**src/rtl/tdc_pkg.sv**
```systemverilog
// Shared constants, width helpers and result record for the delay-line edge encoder.
package tdc_pkg;

    localparam int DEF_TAPS  = 48;
    localparam int DEF_CHUNK = 6;

    // Width that holds 1+2+...+(taps-1), the all-edges position sum.
    function automatic int pos_width(input int taps);
        return $clog2(taps * (taps - 1) / 2 + 1);
    endfunction

    function automatic int cnt_width(input int taps);
        return $clog2(taps + 1);
    endfunction

    localparam int DEF_POS_W = pos_width(DEF_TAPS);
    localparam int DEF_CNT_W = cnt_width(DEF_TAPS);

    typedef struct packed {
        logic [DEF_POS_W-1:0] sum_position;
        logic [DEF_CNT_W-1:0] num_edge;
        logic                 no_edge;
        logic                 multi_edge;
    } tdc_result_t;

endpackage

```
**src/rtl/tdc_chunk_sum.sv**
```systemverilog
// One chunk of the edge vector: registered weighted position sum (1-based) and popcount.
module tdc_chunk_sum
    import tdc_pkg::*;
#(
    parameter int CHUNK = DEF_CHUNK,
    parameter int LS_W  = pos_width(CHUNK + 1),
    parameter int C_W   = cnt_width(CHUNK)
) (
    input  logic             clk,
    input  logic             rst,
    input  logic             in_valid,
    input  logic [CHUNK-1:0] e,
    output logic [LS_W-1:0]  local_sum,
    output logic [C_W-1:0]   cnt
);

    logic [LS_W-1:0] sum_d, sum_q;
    logic [C_W-1:0]  cnt_d, cnt_q;

    always_comb begin
        sum_d = sum_q;
        cnt_d = cnt_q;
        if (in_valid) begin
            sum_d = '0;
            cnt_d = '0;
            for (int j = 0; j < CHUNK; j++) begin
                if (e[j]) begin
                    sum_d = sum_d + LS_W'(j + 1);
                    cnt_d = cnt_d + C_W'(1);
                end
            end
        end
    end

    always_ff @(posedge clk or posedge rst) begin
        if (rst) begin
            sum_q <= '0;
            cnt_q <= '0;
        end else begin
            sum_q <= sum_d;
            cnt_q <= cnt_d;
        end
    end

    assign local_sum = sum_q;
    assign cnt       = cnt_q;

endmodule

```
**src/rtl/tdc_edge_sum_pipe.sv**
```systemverilog
// Four-stage edge encoder: capture, edge detect, per-chunk sums, combine + flags + hit counter.
module tdc_edge_sum_pipe
    import tdc_pkg::*;
#(
    parameter int TAPS  = DEF_TAPS,
    parameter int CHUNK = DEF_CHUNK,
    parameter int POS_W = pos_width(TAPS),
    parameter int CNT_W = cnt_width(TAPS),
    parameter int HIT_W = 16
) (
    input  logic             clk,
    input  logic             rst,
    input  logic             in_valid,
    input  logic [TAPS-1:0]  therm,
    input  logic             polarity,
    input  logic             clr,
    output logic             out_valid,
    output logic [POS_W-1:0] sum_position,
    output logic [CNT_W-1:0] num_edge,
    output logic             no_edge,
    output logic             multi_edge,
    output logic [HIT_W-1:0] hit_cnt
);

    localparam int NCH  = TAPS / CHUNK;
    localparam int LS_W = pos_width(CHUNK + 1);
    localparam int LC_W = cnt_width(CHUNK);

    if (TAPS % CHUNK != 0) begin : g_bad_taps
        $error("TAPS must be a multiple of CHUNK");
    end
    if (CHUNK < 2 || CHUNK > 8) begin : g_bad_chunk
        $error("CHUNK must lie in 2..8");
    end

    logic            s1_valid_q, s2_valid_q, s3_valid_q;
    logic [TAPS-1:0] therm_d, therm_q;
    logic            pol_d, pol_q;
    logic [TAPS-1:0] evec_d, evec_q;
    logic [LS_W-1:0] lsum [NCH];
    logic [LC_W-1:0] lcnt [NCH];
    logic [POS_W-1:0] sum_d, sum_q;
    logic [CNT_W-1:0] num_d, num_q;
    logic            no_edge_d, no_edge_q, multi_d, multi_q, out_valid_q;
    logic [HIT_W-1:0] hit_d, hit_q;

    always_comb begin
        therm_d = in_valid ? therm : therm_q;
        pol_d   = in_valid ? polarity : pol_q;
    end

    // Top tap has no successor, so it never carries an edge.
    always_comb begin
        evec_d = evec_q;
        if (s1_valid_q) begin
            for (int i = 0; i < TAPS - 1; i++) begin
                evec_d[i] = pol_q ? (~therm_q[i] & therm_q[i+1])
                                  : (therm_q[i] & ~therm_q[i+1]);
            end
            evec_d[TAPS-1] = 1'b0;
        end
    end

    for (genvar gi = 0; gi < NCH; gi++) begin : g_chunk
        tdc_chunk_sum #(
            .CHUNK (CHUNK),
            .LS_W  (LS_W),
            .C_W   (LC_W)
        ) u_chunk (
            .clk       (clk),
            .rst       (rst),
            .in_valid  (s2_valid_q),
            .e         (evec_q[gi*CHUNK +: CHUNK]),
            .local_sum (lsum[gi]),
            .cnt       (lcnt[gi])
        );
    end

    // Rebase each chunk's local positions by its starting tap.
    always_comb begin
        sum_d     = sum_q;
        num_d     = num_q;
        no_edge_d = no_edge_q;
        multi_d   = multi_q;
        if (s3_valid_q) begin
            sum_d = '0;
            num_d = '0;
            for (int k = 0; k < NCH; k++) begin
                sum_d = sum_d + POS_W'(lsum[k]) + POS_W'(k * CHUNK) * POS_W'(lcnt[k]);
                num_d = num_d + CNT_W'(lcnt[k]);
            end
            no_edge_d = (num_d == '0);
            multi_d   = (num_d > CNT_W'(1));
        end
    end

    always_comb begin
        hit_d = hit_q;
        if (clr)
            hit_d = '0;
        else if (s3_valid_q && num_d != '0 && hit_q != '1)
            hit_d = hit_q + HIT_W'(1);
    end

    always_ff @(posedge clk or posedge rst) begin
        if (rst) begin
            s1_valid_q  <= 1'b0;
            s2_valid_q  <= 1'b0;
            s3_valid_q  <= 1'b0;
            out_valid_q <= 1'b0;
            therm_q     <= '0;
            pol_q       <= 1'b0;
            evec_q      <= '0;
            sum_q       <= '0;
            num_q       <= '0;
            no_edge_q   <= 1'b0;
            multi_q     <= 1'b0;
            hit_q       <= '0;
        end else begin
            s1_valid_q  <= in_valid;
            s2_valid_q  <= s1_valid_q;
            s3_valid_q  <= s2_valid_q;
            out_valid_q <= s3_valid_q;
            therm_q     <= therm_d;
            pol_q       <= pol_d;
            evec_q      <= evec_d;
            sum_q       <= sum_d;
            num_q       <= num_d;
            no_edge_q   <= no_edge_d;
            multi_q     <= multi_d;
            hit_q       <= hit_d;
        end
    end

    assign out_valid    = out_valid_q;
    assign sum_position = sum_q;
    assign num_edge     = num_q;
    assign no_edge      = no_edge_q;
    assign multi_edge   = multi_q;
    assign hit_cnt      = hit_q;

endmodule
```
**config.mk**
```make
export PLATFORM = sky130hd
export DESIGN_NAME = tdc_edge_sum_pipe
export DESIGN_NICKNAME = d
export VERILOG_FILES = /design/src/rtl/tdc_pkg.sv /design/src/rtl/tdc_chunk_sum.sv /design/src/rtl/tdc_edge_sum_pipe.sv
export SDC_FILE = /design/constraint.sdc
export NUM_CORES = 1
export LEC_CHECK = 0
export CAP_MARGIN = 15
export CORE_MARGIN = 2
export CORE_UTILIZATION = 65
export CTS_CLUSTER_SIZE = 30
export DETAILED_ROUTE_END_ITERATION = 6
export DONT_BUFFER_PORTS = 1
export MAX_ROUTING_LAYER = met4
export PLACE_DENSITY = 0.82
export SYNTH_ARGS = -nofsm -noshare
export SYNTH_HDL_FRONTEND = slang
export SYNTH_HIERARCHICAL = 1
export SYNTH_SLANG_ARGS = --single-unit
```
**constraint.sdc**
```tcl
create_clock -name clk -period 15.9 [get_ports clk]
set_input_delay 3.18 -clock clk [delete_from_list [all_inputs] [get_ports clk]]
set_output_delay 3.18 -clock clk [all_outputs]
set_load 0.1 [all_outputs]
```
==> summary by stage <==
Global routing
The initial antenna violation count is 0. For this run, the total global-route usage over all layers was measured as 25.3%. The first global-routing pass estimated 48300 um of wire.

The maximum number of pins on one net before global-route repair is 106. The number of global-route vias before repair is 10100. The sum of overflow across all layers after global routing is 0.

Route
The wire length per cell is 16.1 um. The ratio of routed vias to standard cells is 5.79. The detailed-route wire length is 28800 um. For this block, the via count after detailed routing is 10300. In the routed design, unresolved DRC markers number 0. The count of nets left with antenna violations once routing finished came out at 0. The iteration-0 DRC count of the detailed router is 754.

The first detailed-routing pass ran for 5 iterations.

Timing
The slew at the pin closest to its max-slew limit is 1.10 ns. The final-report setup violation count is 0. The number of max-slew violations in the final report was 0.

Across the routed clock network, the largest skew measured is 0.0192 ns. Setup repair after global routing left no endpoint under its margin. The final-report hold violation count is 0. The setup TNS is 0 ns. The worst path in the final design needs a cycle of 6.66 ns, including I/O delays and setup. Dividing the final minimum period by the clock period gives 41.9%. Static timing analysis puts the maximum clock frequency at 150 MHz.

Measured against its own limit, the worst slew margin works out to 26.7%.

Die
The total die area is 24500 um^2. The horizontal die dimension is 157 um. In this run the core area contains 55 standard-cell rows. The initial utilization of the core area, before any placement, comes to 66.6%. The floorplan step defined a core boundary enclosing 22700 um^2. During I/O placement, the number of pins put on the boundary was 89.

The die is 157 um tall.

Synthesis
The gate count after technology mapping is 1500. The count of flip-flops with a built-in enable after synthesis is 0. The mapped cell area is 15100 um^2. The most common cell in the synthesized netlist is sky130_fd_sc_hd__dfrtp_1.

The post-synthesis area per instance is 10.1 um^2. The cell taking the most area after synthesis is sky130_fd_sc_hd__dfrtp_1. For this run, asynchronously set or reset flops after synthesis account for 100%. The number of distinct library cell variants in the gate-level netlist after synthesis is 57. By count the netlist is led by sky130_fd_sc_hd__dfrtp_1 (199), sky130_fd_sc_hd__inv_1 (182), sky130_fd_sc_hd__nor2_1 (134).

Sequential elements use 32.9% of the synthesized area. The share of the synthesized area in the top cell type is 32.9%. The number of storage elements in the synthesis netlist is 199. By area the synthesized netlist is led by sky130_fd_sc_hd__dfrtp_1 (33%), sky130_fd_sc_hd__fa_1 (12%), sky130_fd_sc_hd__ha_1 (9.3%), sky130_fd_sc_hd__mux2_2 (6.9%), sky130_fd_sc_hd__xnor2_1 (5.4%).

The warning count from the yosys run is 6. The most used flip-flop cell after synthesis is sky130_fd_sc_hd__dfrtp_1.

CTS
The post-CTS setup buffer count is 0. The deepest level of the CTS H-tree is 4. Counting the buffers created by CTS gives 17. The CTS root buffer is sky130_fd_sc_hd__clkbuf_16.

The clock transition at the registers of the reported paths is 0.07 ns. The number of hold buffers added after CTS is 0. The worst-skew pair later-pin latency is 0.45 ns.

TritonCTS built the clock tree. The number of clock sinks is 199. After clock tree synthesis, the repair step resized 0 gates.

No sink is reached through more buffers than the 2 on the longest clock path.

Finish
The fraction of the core area covered by cells at the end of the flow is 70.3%. The final layout contains 1740 nets. Relative to the synthesized area, the layout overhead comes to 5.61%. The antenna diode instance count is 0. The area taken by flip-flops and latches is 4980 um^2. Fill cells in the final layout number 1633. The fraction of layout cells with a size suffix above 1 is 14.0%. The area used by multi-input combinational logic is 9300 um^2.

Critical path
The slowest library cell on the worst path is sky130_fd_sc_hd__fa_1. The worst setup path is captured at a flip-flop. Of all nets on the critical path, the largest fanout is 5. STA puts the critical path data required time at 16.23 ns. For flop-to-flop paths, the worst setup slack is 9.24 ns.

In this design, the stage delay of the slowest critical-path cell is 0.54 ns. By startpoint and endpoint, the worst setup path is classified as flip-flop to flip-flop. Traced cell by cell, the critical path runs through inv_1, fa_1, inv_1, ha_1, inv_1, fa_1, xnor2_1, fa_1, fa_1, fa_1, fa_1, fa_1, inv_1, fa_1, inv_1, fa_1, a21oi_1, o21bai_1, a21oi_1, nor3b_1, a211o_1. On the critical path the largest part of the delay comes from adder cells. The cell repeated most along the worst path is sky130_fd_sc_hd__fa_1. The buffer and inverter count on the worst path is 5. The worst setup path is launched from a flip-flop. Data on the critical path arrives at its endpoint at 6.98 ns.

Min path
The path class of the tightest hold or removal check is flip-flop to flip-flop.

Placed design
In this run the tool buffered the top-level ports with 0 buffer cells. Routability-driven placement finished with a final weighted congestion of 0.896. The placed wire-length estimate is 21900 um.

Run status
The flow ran to the end, and the final reports show no timing, DRC or antenna violations.

Flow run
Across the run, the number of max-cap violations was 0.
-- through the flow --
step	cells	cell area (um^2)	hold WS (ns)	worst slack, ns
after floorplan	1504	15100	0.349	9.11
after global placement	1753	15400	0.492	9.36
after detailed placement	1753	15400	0.496	9.22
after CTS	1785	16000	0.514	9.22
after global routing	1785	16000	0.527	8.97
final	1785	16000	0.512	9.24
-- sequential cells by signal (all words and copies together) (netlist names) --
register and cells:
out_valid 1, g_chunk.u_chunk/cnt 24, s1_valid_q 1, pol_q 1
sum_position 11, g_chunk.u_chunk/local_sum 40, evec_q 47, no_edge 1
s2_valid_q 1, therm_q 48, hit_cnt 16, s3_valid_q 1
multi_edge 1, num_edge 6
-- routing by layer --
layer  global-route usage (%)  up-vias  routed length [um]
met1                     34.5     5056               13500
met3                     3.71       36                1230
met5                        -        -                   0
met4                     6.25        0                 423
met2                     40.3      235               13700
li1                         -     5012                   -
-- area by class of cell --
class                   instances  share of cell area [%]
repair buffers                  5                   0.235
clock inverters                15                    1.12
inverters                     182                    4.31
clock buffers                  17                    2.66
flip-flops and latches        199                    31.2
multi-input cells            1082                    58.2
well taps                     285                    2.23
-- worst register-to-register path: cells and delay by family, from the launching register on --
kind / cells / cell delay, ns
and+or+nand+nor: 1 / 0.07
adders and majority gates: 10 / 4.62
DFF: 1 / 0.47
buffers and inverters: 5 / 0.41
AOI/OAI and AO/OA: 4 / 0.72
xor gates and xnor gates: 1 / 0.24
-- cells by family (layout without fill, tap and decap cells) --
| family | after synthesis | count (layout) | synth area share [%] |
|---|---|---|---|
| flip-flops | 199 | 199 | 32.9 |
| other | 1 | 5 | 0.0248 |
| AND/OR/NAND/NOR | 421 | 421 | 14.9 |
| adder cells (fa/ha/maj) | 200 | 200 | 20.9 |
| XOR/XNOR | 123 | 123 | 7.92 |
| AO/OA/AOI/OAI | 223 | 223 | 9.54 |
| buffers and inverters | 223 | 219 | 5.67 |
| multiplexers | 110 | 110 | 8.08 |
-- placed cells by master, fill, tap and decap left out, types with 4 or more instances in the layout --
cell and instances:
sky130_fd_sc_hd__and2b_1 8, sky130_fd_sc_hd__ha_1 112, sky130_fd_sc_hd__o21ai_0 34, sky130_fd_sc_hd__inv_6 6, sky130_fd_sc_hd__xor2_1 13, sky130_fd_sc_hd__a211o_1 9, sky130_fd_sc_hd__or4_1 10, sky130_fd_sc_hd__mux2_2 92
sky130_fd_sc_hd__a31oi_1 38, sky130_fd_sc_hd__o221ai_1 8, sky130_fd_sc_hd__nor3_1 4, sky130_fd_sc_hd__dfrtp_1 196, sky130_fd_sc_hd__buf_4 5, sky130_fd_sc_hd__inv_1 181, sky130_fd_sc_hd__nor2b_1 20, sky130_fd_sc_hd__or3b_2 37
sky130_fd_sc_hd__nand2b_1 41, sky130_fd_sc_hd__conb_1 5, sky130_fd_sc_hd__a221o_1 8, sky130_fd_sc_hd__xor2_2 16, sky130_fd_sc_hd__o31ai_1 10, sky130_fd_sc_hd__nand3_1 25, sky130_fd_sc_hd__nor2_1 134, sky130_fd_sc_hd__nand3b_1 38
sky130_fd_sc_hd__o22ai_1 8, sky130_fd_sc_hd__o21a_1 8, sky130_fd_sc_hd__clkbuf_16 17, sky130_fd_sc_hd__fa_1 88, sky130_fd_sc_hd__nand2_1 80, sky130_fd_sc_hd__xnor2_1 94, sky130_fd_sc_hd__or2_2 8, sky130_fd_sc_hd__mux2i_1 16
sky130_fd_sc_hd__a21oi_1 70, sky130_fd_sc_hd__o311ai_0 9, sky130_fd_sc_hd__a31o_2 9
-- path summary, 6_finish.rpt --
check                                                       startpoint                                          end  cells after the start
min in group asynchronous                                          rst  g_chunk[3].u_chunk/local_sum[1]$_DFFE_PP0P_                      1
max reg2reg                      g_chunk[5].u_chunk/cnt[0]$_DFFE_PP0P_                 sum_position[10]$_DFFE_PP0P_                     21
min reg2reg                g_chunk[0].u_chunk/local_sum[3]$_DFFE_PP0P_  g_chunk[0].u_chunk/local_sum[3]$_DFFE_PP0P_                      1
max in group asynchronous                                          rst                            pol_q$_DFFE_PP0P_                      2
min                        g_chunk[0].u_chunk/local_sum[3]$_DFFE_PP0P_  g_chunk[0].u_chunk/local_sum[3]$_DFFE_PP0P_                      1
max                              g_chunk[5].u_chunk/cnt[0]$_DFFE_PP0P_                 sum_position[10]$_DFFE_PP0P_                     21
Power is left out: the tool's default activity adds up to more than one toggle a clock period on the data nets, which glitch-free logic cannot reach.
